--- src/rtl/pc_unit.sv ---
// pc_unit: architectural program counter with fetch handshake.
// Chooses the next PC from trap vector, aligned redirect target or sequential
// increment (+4, or +2 for compressed instructions when C_EXT=1). Presents pc
// to fetch via fetch_valid/fetch_ready, supports stall and halt, rejects
// misaligned redirect targets and counts accepted sequential fetches.
//
// Ports:
//   clk, rst                         clock, async active-high reset
//   stall                            hold PC (back-pressure)
//   halt_req                         stop issuing fetches while high
//   redirect_valid/redirect_target   taken branch/jump
//   trap_valid/trap_vector           trap redirect (highest priority)
//   instr_c                          instruction at pc is compressed
//   fetch_ready                      fetch stage accepts pc
//   fetch_valid                      pc is a valid fetch address (registered)
//   pc                               current PC (registered)
//   pc_next                          value pc takes on the next edge (comb)
//   misaligned_err                   one-cycle pulse on a rejected redirect
//   misaligned_addr                  last rejected redirect target
//   fetch_count                      accepted sequential fetches (wraps)
module pc_unit #(
  parameter int unsigned XLEN              = 32,
  parameter logic [XLEN-1:0] RESET_VECTOR  = '0,
  parameter bit          C_EXT             = 1'b0,
  parameter int unsigned CNT_W             = 32
) (
  input  logic             clk,
  input  logic             rst,
  input  logic             stall,
  input  logic             halt_req,
  input  logic             redirect_valid,
  input  logic [XLEN-1:0]  redirect_target,
  input  logic             trap_valid,
  input  logic [XLEN-1:0]  trap_vector,
  input  logic             instr_c,
  input  logic             fetch_ready,
  output logic             fetch_valid,
  output logic [XLEN-1:0]  pc,
  output logic [XLEN-1:0]  pc_next,
  output logic             misaligned_err,
  output logic [XLEN-1:0]  misaligned_addr,
  output logic [CNT_W-1:0] fetch_count
);

  typedef enum logic [1:0] {
    S_BOOT   = 2'd0,
    S_RUN    = 2'd1,
    S_HALTED = 2'd2
  } state_t;

  state_t             state_q, state_d;
  logic               boot_seen_q, boot_seen_d;
  logic [XLEN-1:0]    pc_q, pc_d;
  logic               fetch_valid_q, fetch_valid_d;
  logic               err_q, err_d;
  logic [XLEN-1:0]    addr_q, addr_d;
  logic [CNT_W-1:0]   cnt_q, cnt_d;

  logic               handshake;
  logic               target_misaligned;
  logic [XLEN-1:0]    pc_step;

  // Bit 0 always illegal; bit 1 illegal only without compressed support.
  assign target_misaligned = redirect_target[0] | (~C_EXT & redirect_target[1]);
  assign handshake         = fetch_valid_q & fetch_ready;
  assign pc_step           = (C_EXT && instr_c) ? XLEN'(2) : XLEN'(4);

  // State register and all registered outputs.
  always_ff @(posedge clk or posedge rst) begin
    if (rst) begin
      state_q       <= S_BOOT;
      boot_seen_q   <= 1'b0;
      pc_q          <= RESET_VECTOR;
      fetch_valid_q <= 1'b0;
      err_q         <= 1'b0;
      addr_q        <= '0;
      cnt_q         <= '0;
    end else begin
      state_q       <= state_d;
      boot_seen_q   <= boot_seen_d;
      pc_q          <= pc_d;
      fetch_valid_q <= fetch_valid_d;
      err_q         <= err_d;
      addr_q        <= addr_d;
      cnt_q         <= cnt_d;
    end
  end

  // Next-state, next-PC and bookkeeping.
  always_comb begin
    state_d     = state_q;
    boot_seen_d = boot_seen_q;
    pc_d        = pc_q;
    err_d       = 1'b0;
    addr_d      = addr_q;
    cnt_d       = cnt_q;

    // The first edge after reset release only arms BOOT; the second leaves
    // it, so fetch_valid first rises on the second edge.
    unique case (state_q)
      S_BOOT: begin
        boot_seen_d = 1'b1;
        if (boot_seen_q) state_d = S_RUN;
      end
      S_RUN:    state_d = halt_req ? S_HALTED : S_RUN;
      S_HALTED: state_d = halt_req ? S_HALTED : S_RUN;
      default:  state_d = S_BOOT;
    endcase

    if (state_q != S_BOOT) begin
      if (trap_valid) begin
        pc_d = trap_vector;
      end else if (redirect_valid && !target_misaligned) begin
        pc_d = redirect_target;
      end else if (handshake && !stall && (state_q == S_RUN)) begin
        pc_d  = pc_q + pc_step;
        cnt_d = cnt_q + CNT_W'(1);
      end

      // A concurrent trap suppresses the alignment check entirely.
      if (redirect_valid && !trap_valid && target_misaligned) begin
        err_d  = 1'b1;
        addr_d = redirect_target;
      end
    end

    fetch_valid_d = (state_d == S_RUN);
  end

  assign pc              = pc_q;
  assign pc_next         = pc_d;
  assign fetch_valid     = fetch_valid_q;
  assign misaligned_err  = err_q;
  assign misaligned_addr = addr_q;
  assign fetch_count     = cnt_q;

endmodule

--- config.mk ---
export PLATFORM = sky130hd
export DESIGN_NAME = pc_unit
export DESIGN_NICKNAME = d
export VERILOG_FILES = /design/src/rtl/pc_unit.sv
export SDC_FILE = /design/constraint.sdc
export NUM_CORES = 1
export LEC_CHECK = 0
export CAP_MARGIN = 30
export CORE_MARGIN = 1.5
export CORE_UTILIZATION = 40
export CTS_BUF_LIST = sky130_fd_sc_hd__clkbuf_2 sky130_fd_sc_hd__clkbuf_4 sky130_fd_sc_hd__clkbuf_8
export CTS_CLUSTER_DIAMETER = 150
export DETAILED_ROUTE_END_ITERATION = 10
export PLACE_DENSITY_LB_ADDON = 0.25
export SYNTH_ARGS = -nofsm -noshare
export SYNTH_HDL_FRONTEND = slang
export SYNTH_SLANG_ARGS = --single-unit
export TNS_END_PERCENT = 30
--- constraint.sdc ---
create_clock -name clk -period 5.6 [get_ports clk]
set_clock_uncertainty 0.05 [all_clocks]
set_input_delay 1.12 -clock clk [delete_from_list [all_inputs] [get_ports clk]]
set_output_delay 1.12 -clock clk [all_outputs]
set_load 0.02 [all_outputs]
---- Word level (Yosys, flattened, before mapping) ----
Index checks and enable logic that the tools add are counted.
storage, ports and cells
  input port bits ......................... 72
  register bits ........................... 101
operators by class
  add/sub/neg operators ................... 2
  bitwise operators ....................... 4
  muxes and demuxes ....................... 9
  reductions and logical operators ........ 13
  equal/unequal tests ..................... 3
operators by type and width
  operator               number
  $mux 32                4
  $add 32x1->32 const B  1
  $add 32x3->32 const B  1
  $logic_and 1x1->1      5
  $eq 2x1->1 const B     2
  $mux 2                 2
  $pmux 2 s2             1
  $reduce_and 4->1       1
  $logic_not 1->1        3
  $eq 2x2->1 const B     1
  $logic_not 2->1        1
  $mux 1                 2
  $not 1->1              2
  $reduce_and 2->1       1
  $reduce_bool 2->1      1
  $reduce_or 2->1        1
  $and 1x1->1            1
  $or 1x1->1             1

---- Depth between registers and ports, before layout ----
  depth after elaboration ................. 7
  mapped depth ............................ 9
  gate-level depth less buffers ........... 7

---- Least setup slack after synthesis ----
Ideal clock, no wire load.
  path kind ............................... input-to-output
  from .................................... input port stall
  to ...................................... output port pc_next[29]
  data required time ...................... 4430 ps
  stages on the path ...................... 7
  path slack .............................. 1689 ps
  path buffers ............................ 2
  data arrival time ....................... 2741 ps
  cells stage by stage .................... and4b_1 buf_4 and3_1 buf_2 and3_1 a211oi_1 a211oi_1
on the way
  word-level cells in the longest chain between the ends .. 7
RTL lines
  element                          line  text
  start: declaration               29    input logic stall,
  $logic_not 1->1                  115   end else if (handshake && !stall && (state_q == S_RUN)) begin
  $logic_and 1x1->1 (2 in series)  115
  $mux 32                          115
  $mux 32                          113   end else if (redirect_valid && !target_misaligned) begin
  $mux 32                          111   if (trap_valid) begin
  $mux 32                          110   if (state_q != S_BOOT) begin
  end: declaration                 39    output logic [XLEN-1:0] pc_next,
Every way passes these cells.

---- Final worst setup path ----
  from .................................... input port fetch_ready
  to ...................................... output port pc_next[19]
on the way
  word-level cells in the longest chain between the ends .. 7
RTL lines
  element                          line  text
  start: declaration               36    input logic fetch_ready,
  $and 1x1->1                      65    assign handshake = fetch_valid_q & fetch_ready;
  $logic_and 1x1->1 (2 in series)  115
  $mux 32                          115
  $mux 32                          113
  $mux 32                          111
  $mux 32                          110
Every way passes these cells.

==> flow_metrics.tcl <==
set metrics [dict create \
    cap_violations 0 \
    synth.avg_cell_area_um2 8.89 \
    critPathBufInv 3 \
    place.gp.congestion 0.873 \
    cp.required_ps 4430 \
    drtPass1Iterations 5 \
    start_util_pct 41.5 \
    wl_per_cell_um 18.0 \
    r2r-start "state_q[1]" \
    ios 202 \
    vias 5302 \
    core_area_um2 12800 \
    ys_ff_latch 101 \
    drtAntennaViolNets 0 \
    hold_violations 0 \
    rr_endpoint "pc[19]" \
    ys.flop_type "dfrtp_1" \
    p_leak_nw 3.32 \
    gr-total-overflow 0 \
    clock_latency_ps 390 \
    fillers 1128 \
    root_buffer "clkbuf_8" \
    slew_violations 0 \
    fin_util_pct 60.0 \
    slew_headroom_pct 44.6 \
    slowest_stage "clkdlybuf4s50_1" \
    worst_pin_slew_ps 831 \
    crit_end "pc_next[19]" \
    ys_seq_area_share_pct 47.5 \
    crit_family "buffers and inverters" \
    antenna_found_initial 0 \
    grt_pass1_vias 5324 \
    min_period_ps 5030 \
    syn_nets 676 \
    final-setup-viol-count 0 \
    layout_commonest_cell "clkdlybuf4s50_1" \
    netlist_area_um2 5320 \
    dieArea_um2 14000 \
    setup-tns-final_ps 0 \
    synth.distinct_cells 57 \
    power_density_nw_per_um2 463 \
    cts_resized 0 \
    crit_chain "clkdlybuf4s50_1 > and4b_1 > and3_1 > buf_4 > nand4_1 > xor2_1 > o221ai_1 > clkdlybuf4s50_1" \
    fin_crit_sh_pct 89.8 \
    rsz0062_at_grt "false" \
    cts.path.max_buffers 2 \
    cts_tree "done" \
    fp.dieW_um 118 \
    core.rowCount 41 \
    synth-edff-count 0 \
    vias_per_cell 5.49 \
    syn_inst 599 \
    clkSinkCount 101 \
    die_h_um 118 \
    crit_fanout 10 \
    r2r_slack_ps 3210 \
    postCtsHoldBufs 0 \
    path_class "in2out" \
    final_cell_mix "199 x clkdlybuf4s50_1, 141 x nand2_1, 101 x dfrtp_1" \
    worstPathArrival_ps 3860 \
    dpl.hpwl_um 12600 \
    hp-class "reg2reg" \
    max_freq_mhz 199 \
    grt_usage_pct 25.5 \
    cts_buffers 9 \
    n_antenna_cell 0 \
    critPathMostFrequentCell "clkdlybuf4s50_1" \
    drt_iter0_drc 460 \
    synth-async-reset-ratio_pct 100 \
    reg2regPathDepth 8 \
    cts_max_level 3 \
    critPathLaunchType "input port" \
    clk_pin_slew_worst_paths_ps 90 \
    io_buffers 200 \
    max_stage_delay_ps 670 \
    wl_um 17400 \
    yosysWarnings 0 \
    drc 0 \
    status "finished clean" \
    nets 866 \
    final_layout_size_suffix_gt1_share_pct 5.92 \
    cp-startpoint "fetch_ready" \
    post_cts_buffers 0 \
    grt_start_max_net_pins 66 \
    grt_pass1_wl_um 28300 \
    cp-end-kind "primary output" \
    syn_to_final_growth_pct 44.5 \
    irDropWorstVdd_v 0.000315 \
    worst-path-stages 8 \
]
## logic make-up (layout without fill, tap and decap cells)
kind of cell / Yosys count / in the layout / share of synthesized area (%)
AOI/OAI and AO/OA: 120 / 120 / 13.8
and+or+nand+nor: 287 / 287 / 27.0
DFF: 101 / 101 / 47.5
adders and majority gates: 5 / 5 / 1.18
xor gates and xnor gates: 37 / 37 / 6.09
muxes: 4 / 4 / 0.823
buffers and inverters: 45 / 240 / 3.67
## worst min path at each step
stage                             start             endpoint  depth (start not counted)
finish               misaligned_addr[4]   misaligned_addr[4]                          2
global route        misaligned_addr[26]  misaligned_addr[26]                          2
CTS                 misaligned_addr[26]  misaligned_addr[26]                          2
detailed placement  misaligned_addr[26]  misaligned_addr[26]                          2
global placement     misaligned_addr[7]   misaligned_addr[7]                          2
floorplan                   boot_seen_q          boot_seen_q                          1
## state kept, by name, summed over array words and instances (netlist names)
signal and count:
state_q 2, fetch_count 32, misaligned_err 1, misaligned_addr 32, boot_seen_q 1, fetch_valid 1, pc 32
## synth_stat cells (all sizes together), types with 2 or more instances
library cell / number / area (um^2)
nand2: 141 / 529
dfrtp: 101 / 2530
a21oi: 37 / 185
nor2: 35 / 141
o21ai: 34 / 170
xnor2: 30 / 263
nand3: 29 / 150
and3: 22 / 138
clkbuf: 21 / 80.1
nand4: 21 / 159
a31oi: 13 / 81.3
buf: 12 / 70.1
nor3: 12 / 82.6
inv: 11 / 41.3
a211oi: 7 / 52.6
xor2: 7 / 61.3
and4: 6 / 52.6
and2: 5 / 31.3
ha: 5 / 62.6
nor4: 5 / 61.3
o221ai: 5 / 43.8
o211ai: 4 / 30.0
or3: 4 / 30.0
a2bb2oi: 3 / 26.3
mux2: 3 / 33.8
o22a: 3 / 26.3
a221oi: 2 / 17.5
a22o: 2 / 17.5
a41oi: 2 / 17.5
o21a: 2 / 15.0
o22ai: 2 / 12.5
## report_power, final
part / switching, mW / leakage (nW) / internal (mW)
Combinational: 1.06 / 1.94 / 0.867
Clock: 0.278 / 0.0900 / 0.167
Sequential: 0.228 / 1.29 / 0.962
Total: 1.57 / 3.32 / 2.00
## metrics by stage
step	worst slack (ps)	hold WS [ps]	power [mW]	cell area, um^2	std cells
after floorplan	1690	409	2.14	5320	599
after global placement	565	408	3.08	7480	949
after detailed placement	560	412	3.12	7510	950
after CTS	546	436	3.58	7690	966
after global routing	408	460	3.76	7690	966
final	569	437	3.56	7690	966
## tightest hold or removal path, delay by kind of cell, from the launching register on
family / cells / cell delay (ps)
flip-flops: 1 / 350
AND/OR/NAND/NOR: 2 / 110
## routing by layer
| metal | routed length (um) | vias to the layer above | GRT usage, % | share of wire [%] |
|---|---|---|---|---|
| met5 | 0 | - | 0 | 0 |
| met4 | 423 | 0 | 9.83 | 2.4 |
| met3 | 1250 | 27 | 6.23 | 7.2 |
| met2 | 8340 | 211 | 41.3 | 48 |
| met1 | 7380 | 2575 | 32.8 | 42 |
| li1 | - | 2489 | - | - |
## final cells by class
type                            instances  area, um^2  share of cell area, %
Inverter                               12        47.5                  0.618
Sequential cell                       101        2530                   32.9
Tap cell                              172         215                   2.80
Timing Repair Buffer                  212        2110                   27.4
Clock inverter                          7        60.1                  0.781
Clock buffer                            9         124                   1.61
Multi-Input combinational cell        453        2610                   33.9
Power figures use the tool's default switching activity.
